==> config.mk <==
export PLATFORM = sky130hd
export DESIGN_NAME = bscac_gpmux_pipe
export DESIGN_NICKNAME = d
export VERILOG_FILES = /design/src/rtl/bscac_gpmux_pipe.sv
export SDC_FILE = /design/constraint.sdc
export NUM_CORES = 1
export LEC_CHECK = 0
export ABC_AREA = 0
export CORE_MARGIN = 2
export CORE_UTILIZATION = 30
export CTS_CLUSTER_DIAMETER = 50
export DETAILED_ROUTE_END_ITERATION = 10
export GPL_ROUTABILITY_DRIVEN = 0
export SYNTH_ARGS = -nofsm -noshare
export SYNTH_HDL_FRONTEND = slang
export SYNTH_SLANG_ARGS = --single-unit
==> constraint.sdc <==
create_clock -name clk -period 2.1 [get_ports clk]
set_clock_uncertainty 0.15 [all_clocks]
set_input_delay 0.315 -clock clk [delete_from_list [all_inputs] [get_ports clk]]
set_output_delay 0.315 -clock clk [all_outputs]
set_load 0.1 [all_outputs]
==> src/rtl/bscac_gpmux_pipe.sv <==
// Pipelined per-group candidate MUX with valid/ready output register and 1-entry skid buffer.
// Optional error-beat counter enabled by defining BSCAC_GPMUX_ERRCNT_EN.
module bscac_gpmux_pipe #(
  parameter int NUM_GROUPS = 7,
  parameter int NUM_CAND   = 3,
  parameter int SEL_W      = 2
`ifdef BSCAC_GPMUX_ERRCNT_EN
  ,
  parameter int ERRCNT_W   = 8
`endif
) (
  input  logic                           clk,
  input  logic                           rst,
  input  logic                           in_valid,
  output logic                           in_ready,
  input  logic [NUM_GROUPS*SEL_W-1:0]    mux_sel,
  input  logic [NUM_GROUPS*NUM_CAND-1:0] cand_tsv_current_state,
  input  logic [NUM_GROUPS*NUM_CAND-1:0] cand_data_2b_trans,
  input  logic [NUM_GROUPS-1:0]          ctrl_signal_bit,
  output logic                           out_valid,
  input  logic                           out_ready,
  output logic [NUM_GROUPS-1:0]          sel_tsv_current_state,
  output logic [NUM_GROUPS-1:0]          sel_data_2b_trans,
  output logic [NUM_GROUPS-1:0]          sel_ctrl_signal_bit,
  output logic [NUM_GROUPS-1:0]          sel_err
`ifdef BSCAC_GPMUX_ERRCNT_EN
  ,
  output logic [ERRCNT_W-1:0]            err_cnt
`endif
);

  typedef struct packed {
    logic [NUM_GROUPS-1:0] tsv;
    logic [NUM_GROUPS-1:0] trans;
    logic [NUM_GROUPS-1:0] ctrl;
    logic [NUM_GROUPS-1:0] err;
  } beat_t;

  typedef enum logic [1:0] {
    EMPTY = 2'd0,
    ONE   = 2'd1,
    TWO   = 2'd2
  } state_t;

  state_t state_q, state_d;
  beat_t  out_q, out_d;
  beat_t  skid_q, skid_d;
  beat_t  mux_beat;
  logic   accept;
  logic   xfer;

  // Out-of-range selects produce zero data and flag the group.
  always_comb begin
    mux_beat = '0;
    for (int g = 0; g < NUM_GROUPS; g++) begin
      mux_beat.ctrl[g] = ctrl_signal_bit[g];
      mux_beat.err[g]  = 1'b1;
      for (int c = 0; c < NUM_CAND; c++) begin
        if (mux_sel[g*SEL_W +: SEL_W] == SEL_W'(c)) begin
          mux_beat.tsv[g]   = cand_tsv_current_state[g*NUM_CAND + c];
          mux_beat.trans[g] = cand_data_2b_trans[g*NUM_CAND + c];
          mux_beat.err[g]   = 1'b0;
        end
      end
    end
  end

  assign in_ready  = (state_q != TWO);
  assign out_valid = (state_q != EMPTY);
  assign accept    = in_valid && in_ready;
  assign xfer      = out_valid && out_ready;

  // While the skid is full, in_ready is low, so draining it never races a new beat.
  always_comb begin
    state_d = state_q;
    out_d   = out_q;
    skid_d  = skid_q;
    case (state_q)
      EMPTY: begin
        if (accept) begin
          out_d   = mux_beat;
          state_d = ONE;
        end
      end
      ONE: begin
        if (accept && out_ready) begin
          out_d = mux_beat;
        end else if (accept) begin
          skid_d  = mux_beat;
          state_d = TWO;
        end else if (out_ready) begin
          state_d = EMPTY;
        end
      end
      TWO: begin
        if (out_ready) begin
          out_d   = skid_q;
          state_d = ONE;
        end
      end
      default: state_d = EMPTY;
    endcase
  end

  always_ff @(posedge clk) begin
    if (rst) begin
      state_q <= EMPTY;
      out_q   <= '0;
      skid_q  <= '0;
    end else begin
      state_q <= state_d;
      out_q   <= out_d;
      skid_q  <= skid_d;
    end
  end

  assign sel_tsv_current_state = out_q.tsv;
  assign sel_data_2b_trans     = out_q.trans;
  assign sel_ctrl_signal_bit   = out_q.ctrl;
  assign sel_err               = out_q.err;

`ifdef BSCAC_GPMUX_ERRCNT_EN
  logic [ERRCNT_W-1:0] err_cnt_q, err_cnt_d;

  // Counts transferred beats carrying any group error, saturating at all-ones.
  always_comb begin
    err_cnt_d = err_cnt_q;
    if (xfer && (|out_q.err) && (err_cnt_q != '1)) begin
      err_cnt_d = err_cnt_q + 1'b1;
    end
  end

  always_ff @(posedge clk) begin
    if (rst) begin
      err_cnt_q <= '0;
    end else begin
      err_cnt_q <= err_cnt_d;
    end
  end

  assign err_cnt = err_cnt_q;
`endif

endmodule

* After elaboration in Yosys (flattened, before gate mapping)
Cells that the tools add are included.
** Storage, ports and cells
- Input bits :: 67
- Output and inout port bits :: 30
- Register bits :: 58
** Cells by class
- Bitwise logic cells :: 1
- Multiplexer cells :: 73
- Reduce and logical (&&, ||, !) cells :: 15
- Equality and inequality tests :: 22
** Operator list (count)
- 28-bit two-way mux :: 3
- 28-bit case mux with 3 select lines :: 1
- 1-bit two-way mux :: 63
- 2-bit by 1-bit == test with 1-bit output (second input constant) :: 8
- 2-bit == test (second input constant) :: 8
- 2-bit logical NOT :: 8
- 2-bit two-way mux :: 5
- 2-bit != test (second input constant) :: 5
- 4-bit AND reduction :: 2
- 2-bit case mux with 3 select lines :: 1
- 3-bit != test (second input constant) :: 1
- 3-bit AND reduction :: 1
- 3-bit nonzero test :: 1
- 1-bit logical AND :: 2
- 2-bit nonzero test :: 1
- 1-bit inverter :: 1

* Depth between registers and ports, before layout
- Word-level depth :: 6
- Gate-level depth with buffers :: 6
- Mapped depth without buffers :: 5

* Least setup slack after synthesis
Ideal clock, no wire load.
- Path kind :: flip-flop to output port
- Start :: register state_q[0]
- End :: output port out_valid
- Data arrival time :: 1.321 ns
- Path slack :: 0.314 ns
- Cell stages (with the launch flop) :: 4
- Buffers on the path :: 2
- Required time :: 1.635 ns
- Path through :: dfxtp_1 buf_2 clkbuf_1 or2_2
** On the way
- Cells in the longest elaborated chain, start to end :: 1
** RTL lines
- from (decl) :: line 45 : state_t state_q, state_d;
- from (signal assigned) :: line 111 : state_q <= state_d;
- 2-bit nonzero test :: line 69 : assign out_valid = (state_q != EMPTY);
- to (decl) :: line 20 : output logic out_valid,
Every way passes these cells.

* Worst setup path after layout
- Start :: register state_q[0]
- End :: output port in_ready
** On the way
- Cells in the longest elaborated chain, start to end :: 1
** RTL lines
- 2-bit != test :: line 68 : assign in_ready = (state_q != TWO);
- to (decl) :: line 15 : output logic in_ready,
Every way passes these cells.

==> results.tsv <==
stage	metric	value	unit
timing	grt_setup_unrepaired	no	
clock_network	clk_pin_slew	0.07	ns
pwr	p_switching	1.09	mW
timing	hold_violations	0	
pwr	power_density	746	nW/µm²
pwr	ir_worst_vdd	389	µV
worst_setup_path	start_kind	register	
detailed_routing	initialDrtViolationCount	134	
synth	synth.lib_cells_used.distinct	28	
synth	synth_warnings	0	
floorplan	design.portCount	97	
final_layout	design_area	4020	µm²
placement	total_instance_count_after_detailed_placement	539	
floorplan	start_util	31.1	%
global_route	wire_length_of_the_first_global_routing_pass	13000	µm
detailed_routing	vias_per_cell	5.02	
synth	postSynthNetCount	406	
worst_setup_path	cp_max_fo	16	
synth	synth-edff-count	0	
final_layout	multi_input_area	1460	µm²
floorplan	die_height	99.6	µm
detailed_routing	drtAntennaViolNets	0	
placement	placedInstanceArea	3860	µm²
timing	max_freq	517	MHz
timing	setup_tns	0	ns
worst_setup_path	worst_ep_required_time	1.63	ns
global_route	maximum_number_of_pins_on_one_net_before_global_route_repair	41	
min_path	hold_path.class	input port to register	
timing	maxSlewHeadroom	68.5	%
final_layout	fin_cells	555	
final_layout	area_delta_synth_final	46.5	%
timing	drv_slew	0	
status	outcome	complete, no violations	
clock_network	post_cts_resize_count	0	
clock_network	cts_tree	done	
clock_network	clock_root_cell	sky130_fd_sc_hd__clkbuf_8	
synth	yosys.cell_count.top_type	sky130_fd_sc_hd__dfxtp_1	
detailed_routing	wirelength	8030	µm
pwr	p_seq_share	40.3	%
run	cap_viol_max_count	0	
floorplan	core_area	8810	µm²
final_layout	post_route_cells_drive_above_1_share	18.8	%
synth	synth_largest_area_cell	sky130_fd_sc_hd__dfxtp_1	
placement	buffer_ports.inserted	96	
synth	synth.top_cell.area_share	42.3	%
timing	final_worst_hold_slack	0.238	ns
placement	detailedPlace.worstSlack	-0.00627	ns
synth	syn_inst	339	
worst_setup_path	critPathArrivalTime	1.47	ns
clock_network	cts_htree_levels	3	
synth	yosys-top-cells-area	sky130_fd_sc_hd__dfxtp_1 (42%), sky130_fd_sc_hd__nand2_1 (7.8%), sky130_fd_sc_hd__nor2_1 (5.3%)	
placement	dp_hpwl	5710	µm
floorplan	dieArea	9920	µm²
clock_network	clk_latency	0.33	ns
timing	post_route_fraction_of_the_period_consumed_by_the_critical_path	92.0	%
global_route	grt_use_total	16.5	%
worst_setup_path	critPathSlowestCell	sky130_fd_sc_hd__dfxtp_1	
final_layout	seqCellArea	1160	µm²
synth	synth_common_cells	sky130_fd_sc_hd__dfxtp_1 (58), sky130_fd_sc_hd__nand2_1 (57), sky130_fd_sc_hd__nor2_1 (39)	
pwr	power.static_leakage	1.49	nW
clock_network	numCtsBuffers	9	
synth	synth_sequential_area_ratio	42.3	%
global_route	first_global_vias	2582	
clock_network	clockBufferDepth	2	
floorplan	placement_rows	34	
synth	synth-main-ff-cell	sky130_fd_sc_hd__dfxtp_1	
pwr	internal-power	1.91	mW
final_layout	antenna-diode-count	0	
global_route	antenna_found_initial	0	
synth	syn_area	2740	µm²
worst_setup_path	max_stage_delay	0.52	ns
clock_network	postCtsSetupBuffers	0	
final_layout	layout.nets	509	
worst_setup_path	critical_path.endpoint_type	output pin	
detailed_routing	detail_route.wl_per_cell	14.5	µm
timing	final.setup.worst_slack	0.167	ns
global_route	remaining_overflow_grt	0	
synth	synth-async-reset-ratio	0	%
pwr	power.share.clock	29.0	%
timing	finalWorstPathRequiredPeriod	1.93	ns
worst_setup_path	cp_cell_sequence	nor2b_2 > inv_2 > buf_12	
detailed_routing	remaining_drc_errors	0	
worst_setup_path	criticalPathCategory	register to output pin	
detailed_routing	detailed_routing_iteration_count_for_the_pre_antenna_repair_pass	4	
clock_network	hold_buffers	0	
detailed_routing	vias	2784	
worst_setup_path	worstPathBufferInverterCount	2	
synth	ys_seq_elements	58	
pwr	power.switching_fraction	36.4	%
floorplan	die_width	99.6	µm
timing	worst_slew_pin_tran	0.467	ns
worst_setup_path	critical_path.top_delay_family	flip-flops	
final_layout	n_fill_cell	867	
pwr	share_comb_of_total_power	30.7	%
synth	synth.avg_cell_area	8.09	µm²
timing	finalSetupViolations	0	
clock_network	clock_sinks	58	
layer usage:
layer	vias to the layer above	routed length, µm	track usage (%)
met4	0	132	6.32
met1	1294	3760	22.5
li1	1403	-	-
met3	11	413	3.02
met5	-	0	0
met2	76	3720	25.9
flip-flops by register name (all words and copies together), names as in the netlist:
| name | count |
|---|---|
| skid_q | 28 |
| state_q | 2 |
| sel_tsv_current_state | 7 |
| sel_data_2b_trans | 7 |
| sel_ctrl_signal_bit | 7 |
| sel_err | 7 |
worst paths after layout:
kind | slack (ns) | from | to | cells after the start
worst max-delay path | 0.17 | state_q[0] | in_ready | 3
worst max register to register | 0.44 | state_q[0] | sel_tsv_current_state[1] | 5
worst min register to register | 0.30 | skid_q[3] | skid_q[3] | 2
worst min-delay path | 0.24 | rst | state_q[1] | 2
placed cells by master (no fill, tap or decap):
cell type                         netlist  layout
sky130_fd_sc_hd__nor3_1                14      14
sky130_fd_sc_hd__a311oi_1               8       8
sky130_fd_sc_hd__mux2i_1               14      14
sky130_fd_sc_hd__or2_2                  1       1
sky130_fd_sc_hd__nand2b_1               1       1
sky130_fd_sc_hd__o21ai_4                1       1
sky130_fd_sc_hd__o21ai_1                1       1
sky130_fd_sc_hd__nor3b_1               16      15
sky130_fd_sc_hd__clkbuf_1               8       1
sky130_fd_sc_hd__nand3b_1              15      15
sky130_fd_sc_hd__nand2_1               57      57
sky130_fd_sc_hd__buf_12                 0       5
sky130_fd_sc_hd__clkdlybuf4s50_1        0      65
sky130_fd_sc_hd__inv_2                  1       1
sky130_fd_sc_hd__nand3_1               14      14
sky130_fd_sc_hd__a21oi_1               29      29
sky130_fd_sc_hd__nor2_1                39      39
sky130_fd_sc_hd__o21ai_0               14      14
sky130_fd_sc_hd__buf_4                  0      45
sky130_fd_sc_hd__a311oi_2               6       6
sky130_fd_sc_hd__buf_2                 12       1
sky130_fd_sc_hd__nor2_2                 6       6
sky130_fd_sc_hd__o21a_1                 1       1
sky130_fd_sc_hd__clkinv_2               0       5
sky130_fd_sc_hd__nor2b_2                0       1
sky130_fd_sc_hd__clkbuf_8               0       9
sky130_fd_sc_hd__mux2i_2                1       1
sky130_fd_sc_hd__clkinv_4               0       1
sky130_fd_sc_hd__nor2b_1                2       1
sky130_fd_sc_hd__nor3b_2                0       1
sky130_fd_sc_hd__o22ai_1               15      15
sky130_fd_sc_hd__dfxtp_1               58      58
sky130_fd_sc_hd__or3b_1                 1       1
worst reg2reg max path: cells and delay by family (launching register included):
family / cells / cell delay, ns
DFF: 1 / 0.52
buffers and inverters: 2 / 0.46
AOI/OAI and AO/OA: 3 / 0.41
cell type report:
class | count | share of cell area [%]
multi-input cells | 256 | 36.4
well taps | 108 | 3.36
clock inverters | 6 | 0.841
flip-flops and latches | 58 | 28.9
repair buffers | 116 | 27.2
inverters | 1 | 0.0934
clock buffers | 10 | 3.18
power groups by stage:
stage | Sequential (mW) | Clock, mW | Combinational, mW
floorplan | 1.56 | 0 | 0.258
global placement | 1.23 | 0 | 0.916
detailed placement | 1.23 | 0 | 0.921
CTS | 1.21 | 0.891 | 0.924
global route | 1.22 | 0.957 | 0.970
finish | 1.21 | 0.869 | 0.919
per-stage QoR:
step	total power [mW]	utilization [%]
floorplan	1.82	-
global placement	2.15	43.8
detailed placement	2.16	43.8
CTS	3.02	45.6
global route	3.14	45.6
finish	3.00	45.6
cells by family (layout without fill, tap and decap cells):
family,after synthesis,count (layout),share of synthesized area (%)
buffers and inverters,25,133,4.56
AO/OA/AOI/OAI,75,75,18.2
AND/OR/NAND/NOR,166,166,29.3
multiplexers,15,15,5.61
flip-flops,58,58,42.3
No activity file was read; power rests on OpenSTA's default activity.
